[config.mk]
export PLATFORM = sky130hd
export DESIGN_NAME = pic_ctl
export DESIGN_NICKNAME = d
export VERILOG_FILES = /design/src/rtl/pic_ctl.sv
export SDC_FILE = /design/constraint.sdc
export NUM_CORES = 1
export LEC_CHECK = 0
export BUFFER_PORTS_ARGS = -buffer_cell sky130_fd_sc_hd__buf_2
export CORE_ASPECT_RATIO = 0.75
export CORE_MARGIN = 2
export CORE_UTILIZATION = 50
export DETAILED_ROUTE_END_ITERATION = 8
export GPL_TIMING_DRIVEN = 0
export PLACE_DENSITY = 0.77
export REMOVE_ABC_BUFFERS = 1
export SLEW_MARGIN = 5
export SYNTH_ARGS = -nofsm -noshare
export SYNTH_HDL_FRONTEND = slang
export SYNTH_SLANG_ARGS = --single-unit
[constraint.sdc]
create_clock -name clock -period 2.6 [get_ports clock]
set_input_delay 0.26 -clock clock [delete_from_list [all_inputs] [get_ports clock]]
set_output_delay 0.26 -clock clock [all_outputs]
set_load 0.005 [all_outputs]
[src/rtl/pic_ctl.sv]
// pic_ctl: 8-input programmable interrupt controller.
// Latches request edges, applies mask and fully-nested priority, presents one
// vector at a time to the CPU and holds it until acknowledged. Mask, vector
// base and end-of-interrupt are programmed through a 4-byte port window.
module pic_ctl #(
  parameter logic [15:0] PORT_BASE    = 16'h0020,
  parameter logic [7:0]  VECTOR_RESET = 8'h08,
  parameter logic [7:0]  MASK_RESET   = 8'hFF
) (
  input  logic        clock,
  input  logic        reset_n,
  input  logic [7:0]  irq_in,
  input  logic        irq_ack,
  output logic        irq_signal,
  output logic [7:0]  irq_id,
  input  logic [15:0] port_address,
  input  logic        port_write,
  input  logic        port_read,
  input  logic [7:0]  port_out,
  output logic [7:0]  port_in,
  output logic        port_ready
);

  typedef enum logic [1:0] {
    ST_IDLE = 2'd0,
    ST_REQ  = 2'd1,
    ST_GAP  = 2'd2
  } state_t;

  state_t      r_state;
  state_t      w_state_next;

  logic [7:0]  r_sync1;
  logic [7:0]  r_sync2;
  logic [7:0]  r_hist;
  logic [7:0]  r_irr;
  logic [7:0]  r_isr;
  logic [7:0]  r_imr;
  logic [4:0]  r_vbase;
  logic [2:0]  r_win;
  logic        r_irq_signal;
  logic [7:0]  r_irq_id;
  logic [7:0]  r_port_in;
  logic        r_port_ready;

  logic [7:0]  w_rise;
  logic [7:0]  w_pend;
  logic [2:0]  w_win_n;
  logic        w_win_valid;
  logic [7:0]  w_prio_mask;
  logic        w_no_block;
  logic        w_present;
  logic        w_ack_take;
  logic [7:0]  w_ack_set;
  logic [7:0]  w_eoi_clr;
  logic [15:0] w_offset;
  logic [1:0]  w_off;
  logic        w_hit;
  logic        w_wr;
  logic        w_wr_cmd;
  logic [7:0]  w_rd_data;

  // Two-flop synchronizer plus one history stage for edge detection
  always_ff @(posedge clock or negedge reset_n) begin
    if (!reset_n) begin
      r_sync1 <= 8'd0;
      r_sync2 <= 8'd0;
      r_hist  <= 8'd0;
    end else begin
      r_sync1 <= irq_in;
      r_sync2 <= r_sync1;
      r_hist  <= r_sync2;
    end
  end

  // Per-line rising edge and "priority equal or higher than winner" mask
  genvar gi;
  generate
    for (gi = 0; gi < 8; gi++) begin : g_line
      assign w_rise[gi]      = r_sync2[gi] & ~r_hist[gi];
      assign w_prio_mask[gi] = (3'(gi) <= w_win_n);
    end
  endgenerate

  assign w_pend     = r_irr & ~r_imr;
  assign w_no_block = ((r_isr & w_prio_mask) == 8'd0);

  // Pick the lowest-numbered unmasked pending line
  always_comb begin
    w_win_valid = 1'b0;
    w_win_n     = 3'd0;
    for (int i = 7; i >= 0; i--) begin
      if (w_pend[i]) begin
        w_win_valid = 1'b1;
        w_win_n     = 3'(i);
      end
    end
  end

  // Port window decode; subtraction wraps so addresses below the base miss
  assign w_offset = port_address - PORT_BASE;
  assign w_hit    = (w_offset < 16'd4);
  assign w_off    = w_offset[1:0];
  assign w_wr     = port_write & w_hit;
  assign w_wr_cmd = w_wr & (w_off == 2'd0);

  // Register read mux
  always_comb begin
    w_rd_data = r_irr;
    case (w_off)
      2'd0:    w_rd_data = r_isr;
      2'd1:    w_rd_data = r_imr;
      2'd2:    w_rd_data = {r_vbase, 3'b000};
      default: w_rd_data = r_irr;
    endcase
  end

  // EOI target from the in-service set as it stands before any ack this cycle
  always_comb begin
    w_eoi_clr = 8'd0;
    if (w_wr_cmd) begin
      if (port_out == 8'h20) begin
        for (int i = 7; i >= 0; i--) begin
          if (r_isr[i]) begin
            w_eoi_clr    = 8'd0;
            w_eoi_clr[i] = 1'b1;
          end
        end
      end else if (port_out[7:3] == 5'b01100) begin
        w_eoi_clr[port_out[2:0]] = 1'b1;
      end
    end
  end

  // One-hot of the line being moved from request to in-service on ack
  always_comb begin
    w_ack_set = 8'd0;
    if (w_ack_take) w_ack_set[r_win] = 1'b1;
  end

  // Presentation FSM state register
  always_ff @(posedge clock or negedge reset_n) begin
    if (!reset_n) r_state <= ST_IDLE;
    else          r_state <= w_state_next;
  end

  // Presentation FSM next state; ack is only honoured while presenting
  always_comb begin
    w_state_next = r_state;
    w_present    = 1'b0;
    w_ack_take   = 1'b0;
    case (r_state)
      ST_IDLE: begin
        if (w_win_valid && w_no_block) begin
          w_present    = 1'b1;
          w_state_next = ST_REQ;
        end
      end
      ST_REQ: begin
        if (irq_ack) begin
          w_ack_take   = 1'b1;
          w_state_next = ST_GAP;
        end
      end
      ST_GAP:  w_state_next = ST_IDLE;
      default: w_state_next = ST_IDLE;
    endcase
  end

  // Committed vector: latched once on presentation, held until ack
  always_ff @(posedge clock or negedge reset_n) begin
    if (!reset_n) begin
      r_irq_signal <= 1'b0;
      r_irq_id     <= 8'd0;
      r_win        <= 3'd0;
    end else if (w_present) begin
      r_irq_signal <= 1'b1;
      r_irq_id     <= {r_vbase, w_win_n};
      r_win        <= w_win_n;
    end else if (w_ack_take) begin
      r_irq_signal <= 1'b0;
    end
  end

  // Request and in-service sets; a fresh edge beats the ack clear
  always_ff @(posedge clock or negedge reset_n) begin
    if (!reset_n) begin
      r_irr <= 8'd0;
      r_isr <= 8'd0;
    end else begin
      r_irr <= (r_irr & ~w_ack_set) | w_rise;
      r_isr <= (r_isr & ~w_eoi_clr) | w_ack_set;
    end
  end

  // Programmable mask and vector base
  always_ff @(posedge clock or negedge reset_n) begin
    if (!reset_n) begin
      r_imr   <= MASK_RESET;
      r_vbase <= VECTOR_RESET[7:3];
    end else if (w_wr) begin
      if (w_off == 2'd1) r_imr   <= port_out;
      if (w_off == 2'd2) r_vbase <= port_out[7:3];
    end
  end

  // Registered read data and completion pulse for hits only
  always_ff @(posedge clock or negedge reset_n) begin
    if (!reset_n) begin
      r_port_in    <= 8'd0;
      r_port_ready <= 1'b0;
    end else begin
      r_port_ready <= (port_read | port_write) & w_hit;
      if (port_read && w_hit) r_port_in <= w_rd_data;
    end
  end

  assign irq_signal = r_irq_signal;
  assign irq_id     = r_irq_id;
  assign port_in    = r_port_in;
  assign port_ready = r_port_ready;

endmodule

==> run metrics <==
status completed; root buffer cell clkbuf_8; commonest non-fill, non-tap cell in the layout dfrtp_1; synthesized area per cell 11.7 µm²; ranking of synthesized cells by area dfrtp_1, mux2_2, dfstp_2; relative slew slack 59.5%; H-tree lvl count 3; CTS tree built; Clk Latency, worst-skew pair 0.35 ns; Layout Skew just over 0.009 ns; Die ar. about 7000 µm²; antenna violations before repair 0; Fin. Hold Viols 0; Yosys warning count 0; ratio of cells with drive above 1 in the final layout 35.5%; Num CTS Buffers 9; worst reg2reg startpoint r_isr[0]; crit start category register; row count 25; Post-synth EDFFs 0; DP Wirelength 5160 µm; period utilisation layout a little over nine tenths; pre-CTS setup slack -0.307 ns; Synth Register Bits 73; Least-Margin Pin Slew 0.607 ns; critical path class register to register; core area roughly 6300 µm²; Hold Crit Depth 1; Wirelength per Cell between 15 and 20 µm; placed instance count about 400; total grt overflow 0; FF-to-FF End r_isr[7]; GP Congestion between 0.8 and 0.9; Hold WS around 0.025 ns; Crit path arrival time 2.68 ns; synthesized area 3200 µm²; worst hold path endpoint r_sync1[3]; first-pass GRT wire length 11500 µm; Worst R2R Path Depth 6; post-synthesis sequential area ratio 57.5%; Ports 55; PortBufs 54; Synth Flop Type dfrtp_1; unrepaired setup endpoints after global routing no; vias per cell ~5.5; pwr/cell area 672 nW/µm²; Slew Viols, Final 0; via count 2334; Die H 73.3 µm; Hold Path Class input port to register; LEAKAGE 1.86 nW; Overall Power 0.00260 W; HP Start irq_in[3]; largest net degree at the start of global routing 49; leading cell types in the layout, fill and taps excluded dfrtp_1, buf_2, nand2_1, mux2_2, o21ai_0; minimum clock period 2.45 ns; drt first pass iters 4; Max Clk Rate around 410 MHz; Post-synth ARST share 100%; final setup violation count 0; CP Data Required Time 2.83 ns; clk sinks 73; ANT cells 0; Worst VDD drop 524 µV; post-synth top area share ~50%; Total Wirelength 6920 µm; Routed Antenna Nets 0; Max Cap Viol 0; DRC 0; clock-pin slew on the worst setup and hold paths 0.08 ns; Post-Synthesis Cells 273; vias in the first global route approximately 2300; crit-path max FO 6; clk buf depth 2; r2r setup slk approximately 0.15 ns; critical path endpoint category register; drt initial violations 90; cell taking the most area after synthesis dfrtp_1; worst setup margin 0.147 ns; All-Layer GR Usage 22.2%; Final nets roughly 380; final core utilization 61.8%; Non-Filler Instances 427; Area growth, synth to finish 20.9%; DIE WIDTH 96.4 µm; synth unique cells 47; starting density of the core 51.1%
-- Yosys cell counts (3+ instances only) --
| master | number |
|---|---|
| nor4_1 | 3 |
| nand2_1 | 33 |
| o21ai_0 | 19 |
| or4_1 | 3 |
| nor2_1 | 12 |
| mux2_2 | 25 |
| nor2b_1 | 6 |
| dfstp_2 | 9 |
| dfrtp_1 | 64 |
| inv_1 | 15 |
| a31oi_1 | 6 |
| nand2b_1 | 7 |
| o31ai_2 | 3 |
| or3_1 | 4 |
| clkbuf_1 | 7 |
| mux2i_1 | 3 |
| nand3_1 | 3 |
| a21boi_0 | 3 |
| nor3_1 | 8 |
| mux4_2 | 5 |
-- power by group --
group	total [W]	switching, W	internal, W	leakage, nW
sequential	0.00130	0.0000858	0.00122	0.871
combinational	0.000427	0.000221	0.000206	0.889
clock	0.000866	0.000423	0.000442	0.103
-- flip-flops by register name (all words and copies together), names as in the netlist, 5 cells and up --
name and flops:
r_sync1 8, r_sync2 8, r_irr 8, r_vbase 5
port_in 8, r_isr 8, r_hist 8, r_imr 8
irq_id 6
-- worst max-delay path, cell delays in order (launching register included) --
cell and delay, ns:
dfrtp_1 0.45, or4_1 0.56, or2_2 0.31, or4_1 0.51, o31a_1 0.26, o21ai_0 0.15
nand2_1 0.07
-- area by class of cell --
cell class / instances / area, µm²
fillers: 546 / 2390
flip-flops and latches: 73 / 1840
multi-input cells: 177 / 1280
repair buffers: 65 / 395
clock buffers: 9 / 124
well taps: 81 / 101
clock inverters: 7 / 71.3
inverters: 15 / 56.3
-- cell families (layout without fill, tap and decap cells) --
group / after synthesis / count (layout) / synth area share [%]
xor+xnor: 1 / 1 / 0.274
fa+ha+maj: 1 / 1 / 0.391
compound gates: 49 / 49 / 10.6
simple gates: 93 / 93 / 15.3
buf+inv: 23 / 96 / 2.74
mux: 33 / 33 / 13.3
flops: 73 / 73 / 57.5
-- how the worst max path moves through the flow --
| stage | from | endpoint | cells past startpoint |
|---|---|---|---|
| after floorplan | port_address[15] | r_isr[1] | 6 |
| after global placement | r_imr[3] | irq_id[5] | 6 |
| after detailed placement | r_imr[3] | irq_id[4] | 6 |
| after CTS | r_imr[3] | irq_id[3] | 7 |
| after global routing | r_imr[2] | irq_id[3] | 7 |
| final | r_isr[0] | r_isr[7] | 6 |
-- metrics by stage --
stage          TNS [ns]  area (µm²)
2_1_floorplan         0        3170
3_3_place_gp      -2.50        3540
3_5_place_dp      -2.33        3570
4_1_cts               0        3850
5_1_grt               0        3870
6_report              0        3870
-- timing repair --
action	CTS	global route
hold endpoints to repair	30	2
pin swaps	1	0
resized for setup	1	2
buffers inserted	2	0
hold buffers	6	2
setup endpoints to repair	9	7
-- layer usage --
layer | wire [µm] | global-route usage, % | part of all wire (%) | vias to the layer above
met1 | 3310 | 31.5 | 48 | 1165
met5 | 0 | 0 | 0 | -
met3 | 363 | 6.87 | 5.2 | 9
met4 | 81 | 6.73 | 1.2 | 0
li1 | - | - | - | 1110
met2 | 3160 | 33.1 | 46 | 50
Power figures use the tool's default switching activity.
